<file path="config.mk">
export PLATFORM = sky130hd
export DESIGN_NAME = multicycle_control
export DESIGN_NICKNAME = d
export VERILOG_FILES = /design/src/rtl/multicycle_control.sv
export SDC_FILE = /design/constraint.sdc
export NUM_CORES = 1
export LEC_CHECK = 0
export BUFFER_PORTS_ARGS = -buffer_cell sky130_fd_sc_hd__buf_2
export CAP_MARGIN = 0
export CORE_UTILIZATION = 58
export DETAILED_ROUTE_END_ITERATION = 10
export GPL_ROUTABILITY_DRIVEN = 0
export PLACE_DENSITY = 0.89
export REMOVE_ABC_BUFFERS = 1
export SYNTH_ARGS = -nofsm -noshare
export SYNTH_HDL_FRONTEND = slang
export SYNTH_SLANG_ARGS = --single-unit
</file>
<file path="constraint.sdc">
create_clock -name CLK_i -period 4.8 [get_ports CLK_i]
set_clock_uncertainty 0.15 [all_clocks]
set_input_delay 0.96 -clock CLK_i [delete_from_list [all_inputs] [get_ports CLK_i]]
set_output_delay 0.96 -clock CLK_i [all_outputs]
set_load 0.1 [all_outputs]
</file>
<file path="src/rtl/multicycle_control.sv">
// multicycle_control: LEGv8 multi-cycle sequencer (FETCH/DECODE/EXEC/MEM/WB) with stalling
// memory handshakes, sticky illegal/timeout faults and a retired-instruction counter.
module multicycle_control #(
    parameter int OPCODE_W = 11,
    parameter int ALUOP_W  = 4,
    parameter int TIMEOUT  = 16,
    parameter int CNT_W    = 32,
    parameter bit EN_MOVZ  = 1'b1
) (
    input  logic                CLK_i,
    input  logic                reset_i,
    input  logic [OPCODE_W-1:0] opcode_i,
    input  logic                zero_i,
    input  logic                imem_ready_i,
    input  logic                dmem_ready_i,
    output logic                imem_req_o,
    output logic                ir_write_o,
    output logic                pc_write_o,
    output logic                pc_src_o,
    output logic                reg2loc_o,
    output logic                alusrc_o,
    output logic                mem2reg_o,
    output logic                regwrite_o,
    output logic                memread_o,
    output logic                memwrite_o,
    output logic [ALUOP_W-1:0]  aluop_o,
    output logic [1:0]          signop_o,
    output logic [2:0]          state_o,
    output logic                illegal_o,
    output logic                timeout_o,
    output logic [CNT_W-1:0]    retired_o
);
    typedef enum logic [2:0] {
        S_FETCH = 3'd0, S_DECODE = 3'd1, S_EXEC = 3'd2, S_MEM = 3'd3, S_WB = 3'd4, S_FAULT = 3'd7
    } state_e;
    typedef enum logic [2:0] {C_NONE, C_R, C_I, C_B, C_CBZ, C_LDUR, C_STUR, C_MOVZ} cls_e;

    localparam logic [ALUOP_W-1:0] A_AND   = ALUOP_W'(4'b0000);
    localparam logic [ALUOP_W-1:0] A_ORR   = ALUOP_W'(4'b0001);
    localparam logic [ALUOP_W-1:0] A_ADD   = ALUOP_W'(4'b0010);
    localparam logic [ALUOP_W-1:0] A_SUB   = ALUOP_W'(4'b0110);
    localparam logic [ALUOP_W-1:0] A_PASSB = ALUOP_W'(4'b0111);
    localparam logic [15:0]        WAIT_LAST = 16'(TIMEOUT - 1);

    state_e               state_q, state_d;
    cls_e                 cls_q, cls_d, dec_cls;
    logic [ALUOP_W-1:0]   aluop_q, aluop_d, dec_aluop;
    logic [1:0]           signop_q, signop_d, dec_signop;
    logic                 reg2loc_q, reg2loc_d, alusrc_q, alusrc_d, mem2reg_q, mem2reg_d;
    logic [15:0]          wait_q, wait_d;
    logic                 illegal_q, illegal_d, timeout_q, timeout_d;
    logic [CNT_W-1:0]     retired_q, retired_d;
    logic                 wait_inc, expired, keep_ctrl;

    always_comb begin
        dec_cls   = C_NONE;
        dec_aluop = '0;
        casez (opcode_i)
            11'b?0001010???: begin dec_cls = C_R;    dec_aluop = A_AND;   end
            11'b?0101010???: begin dec_cls = C_R;    dec_aluop = A_ORR;   end
            11'b?0?01011???: begin dec_cls = C_R;    dec_aluop = A_ADD;   end
            11'b?1?01011???: begin dec_cls = C_R;    dec_aluop = A_SUB;   end
            11'b?0?10001???: begin dec_cls = C_I;    dec_aluop = A_ADD;   end
            11'b?1?10001???: begin dec_cls = C_I;    dec_aluop = A_SUB;   end
            11'b?00101?????: begin dec_cls = C_B;                         end
            11'b?011010????: begin dec_cls = C_CBZ;  dec_aluop = A_PASSB; end
            11'b11111000010: begin dec_cls = C_LDUR; dec_aluop = A_ADD;   end
            11'b??111000000: begin dec_cls = C_STUR; dec_aluop = A_ADD;   end
            11'b110100101??: if (EN_MOVZ) begin dec_cls = C_MOVZ; dec_aluop = A_PASSB; end
            default: ;
        endcase
        dec_signop = (dec_cls inside {C_LDUR, C_STUR}) ? 2'b01 :
                     (dec_cls == C_B) ? 2'b10 : (dec_cls == C_CBZ) ? 2'b11 : 2'b00;
    end

    always_comb begin
        state_d    = state_q;
        cls_d      = cls_q;
        imem_req_o = 1'b0;
        ir_write_o = 1'b0;
        pc_write_o = 1'b0;
        pc_src_o   = 1'b0;
        regwrite_o = 1'b0;
        memread_o  = 1'b0;
        memwrite_o = 1'b0;
        wait_inc   = 1'b0;
        case (state_q)
            S_FETCH: begin
                imem_req_o = 1'b1;
                ir_write_o = imem_ready_i;
                wait_inc   = !imem_ready_i;
                state_d    = imem_ready_i ? S_DECODE : S_FETCH;
            end
            S_DECODE: begin
                cls_d   = dec_cls;
                state_d = (dec_cls == C_NONE) ? S_FAULT : S_EXEC;
            end
            S_EXEC: begin
                pc_write_o = cls_q inside {C_B, C_CBZ};
                pc_src_o   = (cls_q == C_B) || (cls_q == C_CBZ && zero_i);
                state_d    = pc_write_o ? S_FETCH : (cls_q inside {C_LDUR, C_STUR}) ? S_MEM : S_WB;
            end
            S_MEM: begin
                memread_o  = cls_q == C_LDUR;
                memwrite_o = cls_q == C_STUR;
                pc_write_o = memwrite_o && dmem_ready_i;
                wait_inc   = !dmem_ready_i;
                state_d    = !dmem_ready_i ? S_MEM : memwrite_o ? S_FETCH : S_WB;
            end
            S_WB: begin
                regwrite_o = 1'b1;
                pc_write_o = 1'b1;
                state_d    = S_FETCH;
            end
            default: ;
        endcase
        expired = wait_inc && wait_q == WAIT_LAST;
        if (expired) state_d = S_FAULT;
        // Strobes are forced low while reset is held so an aborted instruction leaves no side effects.
        if (reset_i) begin
            imem_req_o = 1'b0;
            ir_write_o = 1'b0;
            pc_write_o = 1'b0;
            pc_src_o   = 1'b0;
            regwrite_o = 1'b0;
            memread_o  = 1'b0;
            memwrite_o = 1'b0;
        end
        keep_ctrl = state_d inside {S_EXEC, S_MEM, S_WB};
        aluop_d   = (state_q == S_DECODE) ? dec_aluop : keep_ctrl ? aluop_q : '0;
        signop_d  = (state_q == S_DECODE) ? dec_signop : keep_ctrl ? signop_q : '0;
        alusrc_d  = (state_q == S_DECODE) ? dec_cls inside {C_I, C_LDUR, C_STUR, C_MOVZ} : keep_ctrl && alusrc_q;
        reg2loc_d = (state_q == S_DECODE) ? dec_cls inside {C_STUR, C_CBZ} : keep_ctrl && reg2loc_q;
        mem2reg_d = (state_q == S_DECODE) ? dec_cls == C_LDUR : keep_ctrl && mem2reg_q;
        wait_d    = (state_d != state_q) ? '0 : wait_inc ? wait_q + 16'd1 : wait_q;
        illegal_d = illegal_q || (state_q == S_DECODE && dec_cls == C_NONE);
        timeout_d = timeout_q || expired;
        retired_d = retired_q + CNT_W'(pc_write_o);
    end

    always_ff @(posedge CLK_i) begin
        if (reset_i) begin
            state_q   <= S_FETCH;
            cls_q     <= C_NONE;
            aluop_q   <= '0;
            signop_q  <= '0;
            alusrc_q  <= 1'b0;
            reg2loc_q <= 1'b0;
            mem2reg_q <= 1'b0;
            wait_q    <= '0;
            illegal_q <= 1'b0;
            timeout_q <= 1'b0;
            retired_q <= '0;
        end else begin
            state_q   <= state_d;
            cls_q     <= cls_d;
            aluop_q   <= aluop_d;
            signop_q  <= signop_d;
            alusrc_q  <= alusrc_d;
            reg2loc_q <= reg2loc_d;
            mem2reg_q <= mem2reg_d;
            wait_q    <= wait_d;
            illegal_q <= illegal_d;
            timeout_q <= timeout_d;
            retired_q <= retired_d;
        end
    end

    assign state_o   = state_q;
    assign aluop_o   = aluop_q;
    assign signop_o  = signop_q;
    assign alusrc_o  = alusrc_q;
    assign reg2loc_o = reg2loc_q;
    assign mem2reg_o = mem2reg_q;
    assign illegal_o = illegal_q;
    assign timeout_o = timeout_q;
    assign retired_o = retired_q;
endmodule

</file>
==> results.sh <==
export IMPL_status="completed"
export IMPL_max_freq_mhz=289
export IMPL_drive_gt1_frac=0.231
export IMPL_critPathMaxFanout=15
export IMPL_yosys_warnings=0
export IMPL_clock_path_buffers=2
export IMPL_cts_setup_buffers=0
export IMPL_grt_max_degree=42
export IMPL_dieArea_um2=5710
export IMPL_cts_sinks=64
export IMPL_drt_iter0_markers=94
export IMPL_wl_um=6680
export IMPL_cp_start_kind="flip-flop"
export IMPL_place_inst=482
export IMPL_critPathKind="flip-flop to output port"
export IMPL_ant_nets=0
export IMPL_yosys_most_used_dff="dfxtp_1"
export IMPL_clk_pin_slew_ns=0.07
export IMPL_final_hold_violation_count=0
export IMPL_postCtsHoldBufs=0
export IMPL_yosys_area_top_type_share=0.408
export IMPL_io_buffers=67
export IMPL_relSlewSlack=0.391
export IMPL_synth_area_um2=3140
export IMPL_regArea_um2=1280
export IMPL_powerDensity_nw_per_um2=347
export IMPL_clock_latency_ns=0.34
export IMPL_ys_seq_area_frac=0.408
export IMPL_die_height_um=75.6
export IMPL_critical_path_slowest_cell="dfxtp_1"
export IMPL_post_layout_nonfiller_instances=498
export IMPL_wl_per_cell_um=13.4
export IMPL_hold_path_class="flip-flop to flip-flop"
export IMPL_r2r_start="state_o[0]"
export IMPL_cts_root_buf="clkbuf_8"
export IMPL_crit_chain="nor2b_1, a211oi_1, nor3_1, a21o_1, buf_2"
export IMPL_die_w_um=75.6
export IMPL_ios=69
export IMPL_syn_area_per_cell_um2=8.77
export IMPL_cp_slowest_stage_delay_ns=0.66
export IMPL_synth_edff_count=0
export IMPL_cts_tree="yes"
export IMPL_core_um2=5170
export IMPL_route_detailed_drc=0
export IMPL_finalCritPeriodShare=0.720
export IMPL_synth_distinct_cells=55
export IMPL_grt_pass1_wl_um=10700
export IMPL_multi_input_area_um2=1780
export IMPL_crit_start="state_o[0]"
export IMPL_htreeDepth=3
export IMPL_insertedDiodeCount=0
export IMPL_setup_tns_ns=0
export IMPL_numCtsBuffers=9
export IMPL_ir_worst_vdd_v=0.000238
export IMPL_synthTopCellsByArea="dfxtp_1 (41%), xor2_1 (8.7%), nor2_1 (7.7%)"
export IMPL_min_from="signop_o[0]"
export IMPL_fill_cells=386
export IMPL_first_pass_iters=4
export IMPL_utilization=0.710
export IMPL_finalNetCount=442
export IMPL_crit_path_end_kind="output port"
export IMPL_syn_inst=358
export IMPL_vias=2756
export IMPL_gr_total_overflow=0
export IMPL_cts_resized=0
export IMPL_grt_pass1_vias=2433
export IMPL_yosys_register_bits=64
export IMPL_start_util=0.607
export IMPL_dp_hpwl_um=4750
export IMPL_rsz0062_at_grt="no"
export IMPL_vias_per_cell=5.53
export IMPL_p_leak_nw=1.57
export IMPL_synthArstFlopShare=0
export IMPL_drv_slew=0
export IMPL_antenna_found_initial=0
export IMPL_worst_pin_slew_ns=0.912
export IMPL_synth_top_cell_by_area="dfxtp_1"
export IMPL_grt_util_all_layers=0.247
export IMPL_min_period_ns=3.46
export IMPL_critical_path_arrival_ns=2.35
export IMPL_area_growth_pct=17.0
export IMPL_rows=26
export IMPL_setup_viol=0
export IMPL_maxCapViolCount=0
export IMPL_required_ns=3.69
state kept, by name (all words and copies together), names as in the netlist:
signal / flops
retired_o: 32
timeout_o: 1
reg2loc_o: 1
mem2reg_o: 1
signop_o: 2
alusrc_o: 1
cls_q: 3
wait_q: 16
aluop_o: 3
state_o: 3
illegal_o: 1
cell usage in the layout, fill, tap and decap left out, drive strengths merged, types with 5 or more instances in the layout:
cell / Yosys / layout
clkbuf: 8 / 9
buf: 6 / 68
nor2b: 7 / 7
nor4: 6 / 6
a211oi: 5 / 5
nor3b: 5 / 5
dfxtp: 64 / 64
o21ai: 5 / 5
xor2: 31 / 31
and3: 13 / 13
nand3: 19 / 19
nand3b: 5 / 5
xnor2: 13 / 13
nand4: 5 / 5
nand2: 27 / 27
nor3: 8 / 8
nor2: 64 / 64
and4: 6 / 6
a22o: 5 / 5
and2: 6 / 6
or2: 5 / 5
synthesized netlist by cell type (4+ instances only):
cell type  number
dfxtp_1        64
clkbuf_1        8
a21oi_1         4
nand3_1        19
xnor2_1        13
nor3b_1         5
and2_1          6
o21ai_0         5
nor4_1          4
xor2_1         31
nor2_1         64
buf_2           4
or2_2           4
nand4_1         5
a211oi_1        5
a22o_1          5
nor3_1          7
and4_1          6
nor2b_1         7
and3_1         13
nand3b_1        5
nand2_1        26
power breakdown:
group / internal (mW) / switching (mW)
Combinational: 0.0742 / 0.213
Clock: 0.185 / 0.215
Sequential: 0.549 / 0.0389
Total: 0.808 / 0.467
per-layer routing:
metal  global-route usage  up-vias  share of wire
met1                0.314     1274           0.46
li1                     -     1377              -
met5                    0        -              0
met2                0.394       95           0.47
met4                0.111        0          0.015
met3               0.0661       10          0.063
critical path, delay by kind of cell (launching register included):
kind            cells  cell delay (ns)
buf+inv             1             0.44
flops               1             0.66
compound gates      2             0.30
simple gates        2             0.60
cell type report:
cell class / instances / share of cell area
Timing Repair Buffer: 68 / 0.0934
Inverter: 3 / 0.00307
Clock buffer: 9 / 0.0337
Sequential cell: 64 / 0.349
Clock inverter: 7 / 0.0133
Tap cell: 70 / 0.0239
Multi-Input combinational cell: 277 / 0.484
path summary, 6_finish.rpt:
kind	endpoint	slack (ns)	depth (start not counted)
max	pc_write_o	1.34	5
min	signop_o[0]	0.30	1
max reg2reg	retired_o[24]	1.51	12
min reg2reg	signop_o[0]	0.30	1
stage by stage:
step	total power, mW	instance area, um^2	hold slack [ns]	setup WS (ns)
global placement	0.877	3500	0.287	1.27
floorplan	0.824	3070	0.331	-2.06
detailed placement	0.883	3500	0.292	1.24
CTS	1.28	3670	0.309	1.36
finish	1.28	3670	0.303	1.34
global route	1.33	3670	0.332	1.13
logic make-up (layout without fill, tap and decap cells):
family,after synthesis,count (layout),synth area share
multiplexers,3,3,0.00957
adder cells (fa/ha/maj),3,3,0.0120
XOR/XNOR,44,44,0.123
buffers and inverters,17,87,0.0255
AO/OA/AOI/OAI,38,38,0.0965
other,1,1,0.00120
AND/OR/NAND/NOR,188,188,0.324
flip-flops,64,64,0.408
Note: power is estimated with default switching activity, not from simulation.
